--- src/rtl/repadd_arbiter_if.sv ---
// Bundle of requester-side and datapath-side signals for the round-robin
// repeated-addition multiplier scheduler.

interface repadd_arbiter_if #(
    parameter int NREQ = 4,
    parameter int IDW  = 2,
    parameter int W    = 16
);
    logic [NREQ-1:0]   req;
    logic [NREQ*W-1:0] a_in;
    logic [NREQ*W-1:0] b_in;
    logic [NREQ-1:0]   gnt;
    logic              busy;
    logic              rsp_valid;
    logic [IDW-1:0]    rsp_id;
    logic [W-1:0]      rsp_product;
    logic              ldA;
    logic              ldB;
    logic              clrP;
    logic              ldP;
    logic              decB;
    logic [W-1:0]      din;
    logic              eqz;
    logic [W-1:0]      dp_prod;

    // master is the scheduler itself; slave is everything around it
    modport master (
        input  req, a_in, b_in, eqz, dp_prod,
        output gnt, busy, rsp_valid, rsp_id, rsp_product,
        output ldA, ldB, clrP, ldP, decB, din
    );

    modport slave (
        output req, a_in, b_in, eqz, dp_prod,
        input  gnt, busy, rsp_valid, rsp_id, rsp_product,
        input  ldA, ldB, clrP, ldP, decB, din
    );
endinterface

--- src/rtl/repadd_arbiter.sv ---
// Round-robin scheduler sharing one repeated-addition multiplier datapath
// between NREQ requesters; returns each product tagged with its requester ID.

module repadd_arbiter #(
    parameter int NREQ = 4,
    parameter int IDW  = 2,
    parameter int W    = 16
) (
    input  logic              clk,
    input  logic              rst_n,
    repadd_arbiter_if.master  bus
);

    typedef enum logic [2:0] {
        IDLE = 3'd0,
        LDA  = 3'd1,
        LDB  = 3'd2,
        ACC  = 3'd3,
        RSP  = 3'd4
    } state_t;

    state_t         state_q, state_d;
    logic [IDW-1:0] last_q, last_d;
    logic [IDW-1:0] id_q, id_d;
    logic [W-1:0]   a_cap_q, a_cap_d;
    logic [W-1:0]   b_cap_q, b_cap_d;
    logic [W-1:0]   prod_q, prod_d;
    int             win_idx;

    // Scan offsets last+1 .. last+NREQ; iterating downward lets the nearest set bit win.
    function automatic int rr_pick(input logic [NREQ-1:0] r, input logic [IDW-1:0] last);
        int pick;
        int idx;
        pick = 0;
        for (int k = NREQ; k >= 1; k--) begin
            idx = (int'(last) + k) % NREQ;
            if (r[idx]) begin
                pick = idx;
            end
        end
        return pick;
    endfunction

    always_comb begin
        win_idx = rr_pick(bus.req, last_q);
    end

    always_ff @(posedge clk or negedge rst_n) begin
        if (!rst_n) begin
            state_q <= IDLE;
            last_q  <= IDW'(NREQ - 1);
            id_q    <= '0;
            a_cap_q <= '0;
            b_cap_q <= '0;
            prod_q  <= '0;
        end else begin
            state_q <= state_d;
            last_q  <= last_d;
            id_q    <= id_d;
            a_cap_q <= a_cap_d;
            b_cap_q <= b_cap_d;
            prod_q  <= prod_d;
        end
    end

    always_comb begin
        state_d = state_q;
        last_d  = last_q;
        id_d    = id_q;
        a_cap_d = a_cap_q;
        b_cap_d = b_cap_q;
        prod_d  = prod_q;
        case (state_q)
            IDLE: begin
                if (|bus.req) begin
                    id_d    = IDW'(win_idx);
                    a_cap_d = bus.a_in[win_idx*W +: W];
                    b_cap_d = bus.b_in[win_idx*W +: W];
                    state_d = LDA;
                end
            end
            LDA: state_d = LDB;
            LDB: state_d = ACC;
            ACC: begin
                if (bus.eqz) begin
                    prod_d  = bus.dp_prod;
                    state_d = RSP;
                end
            end
            RSP: begin
                last_d  = id_q;
                state_d = IDLE;
            end
            default: state_d = IDLE;
        endcase
    end

    // Strobes decode from state only, except ldP/decB which also follow eqz in ACC.
    always_comb begin
        bus.gnt         = '0;
        bus.busy        = 1'b0;
        bus.rsp_valid   = 1'b0;
        bus.rsp_id      = '0;
        bus.rsp_product = '0;
        bus.ldA         = 1'b0;
        bus.ldB         = 1'b0;
        bus.clrP        = 1'b0;
        bus.ldP         = 1'b0;
        bus.decB        = 1'b0;
        bus.din         = '0;
        case (state_q)
            LDA: begin
                bus.gnt  = NREQ'(1) << id_q;
                bus.busy = 1'b1;
                bus.din  = a_cap_q;
                bus.ldA  = 1'b1;
            end
            LDB: begin
                bus.busy = 1'b1;
                bus.din  = b_cap_q;
                bus.ldB  = 1'b1;
                bus.clrP = 1'b1;
            end
            ACC: begin
                bus.busy = 1'b1;
                bus.ldP  = ~bus.eqz;
                bus.decB = ~bus.eqz;
            end
            RSP: begin
                bus.busy        = 1'b1;
                bus.rsp_valid   = 1'b1;
                bus.rsp_id      = id_q;
                bus.rsp_product = prod_q;
            end
            default: ;
        endcase
    end

endmodule

--- src/flat_wrapper.sv ---
// flat-port wrapper written by rule: the top's interface ports become plain ports
module repadd_arbiter_flat 
#(
    parameter int NREQ = 4,
    parameter int IDW  = 2,
    parameter int W    = 16
)
  (clk, rst_n, bus_req, bus_a_in, bus_b_in, bus_eqz, bus_dp_prod, bus_gnt, bus_busy, bus_rsp_valid, bus_rsp_id, bus_rsp_product, bus_ldA, bus_ldB, bus_clrP, bus_ldP, bus_decB, bus_din);
  repadd_arbiter_if #(.NREQ(NREQ), .IDW(IDW), .W(W)) bus_i ();
  input  logic clk;
  input  logic rst_n;
  input wire logic [$bits(bus_i.req)-1:0] bus_req;
  input wire logic [$bits(bus_i.a_in)-1:0] bus_a_in;
  input wire logic [$bits(bus_i.b_in)-1:0] bus_b_in;
  input wire logic [$bits(bus_i.eqz)-1:0] bus_eqz;
  input wire logic [$bits(bus_i.dp_prod)-1:0] bus_dp_prod;
  output wire logic [$bits(bus_i.gnt)-1:0] bus_gnt;
  output wire logic [$bits(bus_i.busy)-1:0] bus_busy;
  output wire logic [$bits(bus_i.rsp_valid)-1:0] bus_rsp_valid;
  output wire logic [$bits(bus_i.rsp_id)-1:0] bus_rsp_id;
  output wire logic [$bits(bus_i.rsp_product)-1:0] bus_rsp_product;
  output wire logic [$bits(bus_i.ldA)-1:0] bus_ldA;
  output wire logic [$bits(bus_i.ldB)-1:0] bus_ldB;
  output wire logic [$bits(bus_i.clrP)-1:0] bus_clrP;
  output wire logic [$bits(bus_i.ldP)-1:0] bus_ldP;
  output wire logic [$bits(bus_i.decB)-1:0] bus_decB;
  output wire logic [$bits(bus_i.din)-1:0] bus_din;
  assign bus_i.req = bus_req;
  assign bus_i.a_in = bus_a_in;
  assign bus_i.b_in = bus_b_in;
  assign bus_i.eqz = bus_eqz;
  assign bus_i.dp_prod = bus_dp_prod;
  assign bus_gnt = bus_i.gnt;
  assign bus_busy = bus_i.busy;
  assign bus_rsp_valid = bus_i.rsp_valid;
  assign bus_rsp_id = bus_i.rsp_id;
  assign bus_rsp_product = bus_i.rsp_product;
  assign bus_ldA = bus_i.ldA;
  assign bus_ldB = bus_i.ldB;
  assign bus_clrP = bus_i.clrP;
  assign bus_ldP = bus_i.ldP;
  assign bus_decB = bus_i.decB;
  assign bus_din = bus_i.din;
  repadd_arbiter #(.NREQ(NREQ), .IDW(IDW), .W(W)) u_core (.clk(clk), .rst_n(rst_n), .bus(bus_i));
endmodule
--- config.mk ---
export PLATFORM = sky130hd
export DESIGN_NAME = repadd_arbiter_flat
export DESIGN_NICKNAME = d
export VERILOG_FILES = /design/src/rtl/repadd_arbiter_if.sv /design/src/rtl/repadd_arbiter.sv /design/src/flat_wrapper.sv
export SDC_FILE = /design/constraint.sdc
export NUM_CORES = 1
export LEC_CHECK = 0
export ABC_AREA = 1
export CAP_MARGIN = 20
export CORE_UTILIZATION = 46
export DETAILED_ROUTE_END_ITERATION = 16
export PLACE_DENSITY_LB_ADDON = 0.12
export SLEW_MARGIN = 20
export SYNTH_ARGS = -nofsm -noshare
export SYNTH_HDL_FRONTEND = slang
export SYNTH_SLANG_ARGS = --single-unit
--- constraint.sdc ---
create_clock -name clk -period 6.13 [get_ports clk]
set_input_delay 1.839 -clock clk [delete_from_list [all_inputs] [get_ports clk]]
set_output_delay 1.839 -clock clk [all_outputs]
set_load 0.01 [all_outputs]
Yosys cells after proc, flatten, opt, wreduce, memory -nomap -nowiden
Cells that the tools add are included.

storage, ports and cells
  memories kept = 0
  latch bits = 0
  memory bits (read-only) = 0
  output and inout bits = 45
  memory bits (writable) = 0
  register bits after elaboration = 55

cells by class
  bitwise gates (word level) = 5
  eq/ne operators = 6
  reductions and logical operators = 10
  multiply operators = 0
  mux-type cells = 28
  $lt $le $gt $ge = 4
  shift-type cells = 3
  add/subtract/negate cells = 4
  div/mod/pow operators = 0

operators with widths
  operator               count
  $shiftx A64 B32 Y16    2
  $mux W28               4
  $pmux W16 S2           1
  $lt A3 B4 Y1 const B   4
  $mux W16               1
  $mux W1                13
  $pmux W3 S4            1
  $bmux W1 S2            4
  $reduce_or A2 Y1       4
  $reduce_or A4 Y1       2
  $eq A3 B2 Y1 const B   2
  $mux W3                2
  $reduce_and A2 Y1      3
  $add A2 B1 Y2 const B  2
  $add A2 B2 Y2 const B  2
  $and A1 B1 Y1 const A  4
  $mux W4                1
  $shl A1 B2 Y4 const A  1
  $eq A3 B1 Y1 const B   1
  $eq A3 B3 Y1 const B   1
  $logic_not A3 Y1       1
  $mux W2                1
  $ne A2 B1 Y1 const B   1
  $ne A2 B2 Y1 const B   1
  $not A1 Y1             1

Logic depth before layout (Yosys ltp)
  depth in word-level cells = 11
  mapped depth = 17

Worst setup path before layout
No wires, ideal clock.

  kind = input port to output port
  start point = input port bus_eqz
  end point = output port bus_ldP
  path slack = 2.041 ns
  required time = 4.291 ns
  stages = 2
  arrival time = 2.250 ns
  path buffers = 1
  path through = nor2_1 buf_4

on the way
  cells in the longest elaborated chain, start to end = 2

RTL lines
  what         line                   source
  from (decl)  flat_wrapper.sv:15     input wire logic [$bits(bus_i.eqz)-1:0] bus_eqz;
  $not A1 Y1   repadd_arbiter.sv:126  bus.ldP = ~bus.eqz;
  $mux W1      repadd_arbiter.sv:111  case (state_q)
  to (decl)    flat_wrapper.sv:25     output wire logic [$bits(bus_i.ldP)-1:0] bus_ldP;

Every way passes these cells.

Worst setup path in the final report
  start point = input port bus_eqz
  end point = output port bus_decB

on the way
  cells in the longest elaborated chain, start to end = 2

RTL lines
  what        line                   source
  $not A1 Y1  repadd_arbiter.sv:127  bus.decB = ~bus.eqz;
  $mux W1     repadd_arbiter.sv:111
  to (decl)   flat_wrapper.sv:26     output wire logic [$bits(bus_i.decB)-1:0] bus_decB;

Every way passes these cells.

==> reports/qor.txt <==
CLOCKING
--------------------------------------------------------------------------------------
Clock tree from TritonCTS                                                          yes
# hold bufs at CTS                                                                   0
Maximum clock insertion buffer count                                                 2
Setup fix buffers added after clock tree synthesis                                   0
Number of instances resized during post-cts repair                                   0
Cts bufs inserted                                                                    5
Clock slew at the register clock pins of the worst setup and hold paths        0.09 ns
Maximum level of the CTS H-tree                                                      2
Num Clock Sinks                                                                     55
Cell chosen for the clock root                                                clkbuf_8
Clock network latency to the later pin of the worst-skew pair                  0.31 ns

ROUTING
--------------------------------------------------------------------------------------
First-pass detailed-route iteration total                                            4
Vias post-DR                                                                      4844
Number of vias per cell                                                           4.80
DRC marker count from the first detailed-route iteration                           191
Detail-routed net length per standard cell                                     12.2 um
Overall routed net length                                                      12.3 mm
Number of nets with antenna violations after routing                                 0
Drt drc                                                                              0

YOSYS
--------------------------------------------------------------------------------------
Synthesized instance count                                                         715
Number of nets in the synthesized netlist                                          866
Fraction of the mapped netlist area in compound gates                           0.0658
Number of synthesized register bits                                                 55
Simple-gate portion of the synthesized area                                      0.407
Cell accounting for the most synthesized area                                  dfrtp_1
Portion of synthesized cell area occupied by the leading cell type               0.303
Proportion of synthesized chip area in sequential cells                          0.315
Synth warnings                                                                       0
Area of the mapped netlist                                                   4370 um^2
Synth cell types                                                                    24
Average footprint of a synthesized cell                                      6.12 um^2
Post-synthesis share of cell area spent on xor and xnor gates                        0
Largest family of logic cells by synthesized area                         simple AND/OR/NAND/NOR gates
Largest cells by area after synthesis                                     dfrtp_1 30%, nand2_1 20%, nand3_1 15%
Share of synthesized area spent on multiplexers                                      0
Adder and majority cell fraction of the synthesized area                             0

CRITICAL PATH
--------------------------------------------------------------------------------------
Worst setup EP type                                                        output port
Delay of the slowest cell on the worst path                                    0.58 ns
Bufs and invs on worst path                                                          2
Top fanout value on the critical path                                                3
CP required                                                                    4.29 ns
Path type of the worst setup path                                         input port to output port
CP startpoint                                                                  bus_eqz
Origin of the critical flop-to-flop path                                  u_core.last_q[0]
Ordered cell list for the critical path                                   clkdlybuf4s50_1 -> nor2_1 -> clkdlybuf4s50_1
Slowest cell on crit path                                                 clkdlybuf4s50_1
Startpoint type of the worst setup path                                     input port
Largest delay contributor family on the critical path                     buffers and inverters
Worst Path Arrival                                                             3.00 ns
Most common cell type on the critical path                                clkdlybuf4s50_1

POWER AND IR DROP
--------------------------------------------------------------------------------------
Int Power                                                                      1.39 mW
Clock group share of total power                                                 0.074
Share of total power in combinational logic                                      0.693
Sequential Power Share                                                           0.233
Peak ir drop on the vdd network                                                 352 uV
Power per cell area                                                        444 nW/um^2
Leakage dissipation                                                            3.40 nW
Switching component of the power                                               1.41 mW
Net switching share of the total power                                           0.505

STA
--------------------------------------------------------------------------------------
Post-Route Skew                                                             0.00874 ns
Total negative slack                                                              0 ns
Tightest Pin Transition                                                       0.961 ns
Max-slew violation total from the final report                                       0
Share of the clock period used by the worst path                                 0.790
RSZ-0062 raised after global routing                                                no
Peak clock frequency supported by timing                                       206 MHz
Slew headroom                                                                    0.357
Min cycle time layout                                                          4.84 ns
Final Hold Fails                                                                     0
Final setup viols                                                                    0

PLACED DESIGN
--------------------------------------------------------------------------------------
Final HPWL DP                                                                  9.26 mm
RD Place Congestion                                                              0.899
Area of placed instances                                                     6220 um^2
Number of buffers inserted by port buffering                                       195

WORST HOLD PATH
--------------------------------------------------------------------------------------
Hold WC Path Type                                                         flip-flop to flip-flop
HP Start                                                                  u_core.a_cap_q[15]

FLOORPLANNING
--------------------------------------------------------------------------------------
DIE AREA                                                                     9900 um^2
Chip width                                                                     99.5 um
Top Ports                                                                          196
Placement Rows                                                                      35
Placeable core region                                                        9240 um^2
Initial Util                                                                     0.473
Die Y                                                                          99.5 um

LAYOUT
--------------------------------------------------------------------------------------
Commonest cells after routing, fill and taps aside                        229 x nand2_1, 194 x clkdlybuf4s50_1, 160 x inv_1
Most frequent standard cell in the layout excluding fill and tap cells         nand2_1
Post-synthesis to final-layout area growth                                       44.4%
Final core utilization                                                           0.683
Final design area excluding fillers                                          6310 um^2
Number of antenna diodes                                                             0
Final nets                                                                        1031
Share of post-route cells with drive strength above 1                           0.0465

GRT
--------------------------------------------------------------------------------------
Final global-route overflow total                                                    0
Maximum number of pins on one net before global-route repair                        65
Combined global-route utilization of all metal layers                            0.261
First-pass GRT wire length                                                     21.0 mm
Number of antenna violations at the first check in global routing                    0
Number of global-route vias before repair                                         4722

OUTCOME
--------------------------------------------------------------------------------------
Run status                                                                   completed

JOB
--------------------------------------------------------------------------------------
Max-capacitance violation count                                                      0

-- tightest hold or removal path, delay by kind of cell, from the launching register on --
family           cells  cell delay, ns
and+or+nand+nor      2            0.11
DFF                  1            0.36
-- path summary, 6_finish.rpt --
check	end	slack, ns	cells past startpoint
worst min register to register	u_core.a_cap_q[15]	0.49	2
worst max-delay path	bus_decB	1.29	3
worst min-delay path	u_core.a_cap_q[15]	0.49	2
max in group asynchronous	u_core.b_cap_q[13]	4.01	2
worst max register to register	u_core.b_cap_q[4]	3.33	9
min in group asynchronous	u_core.prod_q[0]	1.64	2
-- registers in the layout, summed over array words and instances, names as in the netlist --
register / cells
u_core.state_q: 3
u_core.a_cap_q: 16
u_core.b_cap_q: 16
u_core.prod_q: 16
u_core.id_q: 2
u_core.last_q: 2
-- cell usage after synthesis --
master,count
nand3_1,133
nor3_1,5
buf_4,6
o21bai_1,2
dfrtp_1,53
a21oi_1,1
nor2_1,25
buf_8,1
a21oi_4,1
a22o_1,16
o21ai_1,1
nand3_2,3
nand2_2,16
clkinv_1,1
buf_6,14
nor4_1,1
clkbuf_1,10
dfstp_2,2
inv_2,2
o21ai_0,20
buf_2,12
a31oi_1,1
nand2_1,229
inv_1,160
-- kinds of logic (layout without fill, tap and decap cells) --
logic type	Yosys count	after routing
flip-flops	55	55
AND/OR/NAND/NOR	412	412
buffers and inverters	206	372
AO/OA/AOI/OAI	42	42
-- metal layers --
layer,up-vias,part of all wire,global-route usage
li1,2483,-,-
met1,2179,0.45,0.333
met2,165,0.48,0.468
met3,17,0.050,0.0260
met4,0,0.020,0.0724
met5,-,0,0
-- stage by stage --
| stage | hold slack (ns) | total power, mW | std cells | setup slack [ns] |
|---|---|---|---|---|
| after detailed placement | 0.469 | 2.60 | 1002 | 1.29 |
| after floorplan | 0.450 | 2.12 | 715 | 2.04 |
| after global routing | 0.524 | 3.10 | 1010 | 1.27 |
| final | 0.494 | 2.80 | 1010 | 1.29 |
| after CTS | 0.496 | 2.82 | 1010 | 1.29 |
| after global placement | 0.465 | 2.55 | 1002 | 1.33 |
-- layout make-up --
cell class                      count  area (um^2)
Clock buffer                        5         68.8
Clock inverter                      3         23.8
Fill cell                         821         2930
Inverter                          163          612
Multi-Input combinational cell    454         2080
Sequential cell                    55         1380
Tap cell                          129          161
Timing Repair Buffer              201         1990
-- power groups by stage --
stage | combinational [mW] | sequential [mW] | clock, mW
3_3_place_gp | 1.90 | 0.648 | 0
2_1_floorplan | 1.50 | 0.619 | 0
6_report | 1.94 | 0.652 | 0.208
4_1_cts | 1.96 | 0.650 | 0.215
5_1_grt | 2.21 | 0.671 | 0.227
3_5_place_dp | 1.95 | 0.655 | 0
Note: power is estimated with default switching activity, not from simulation.
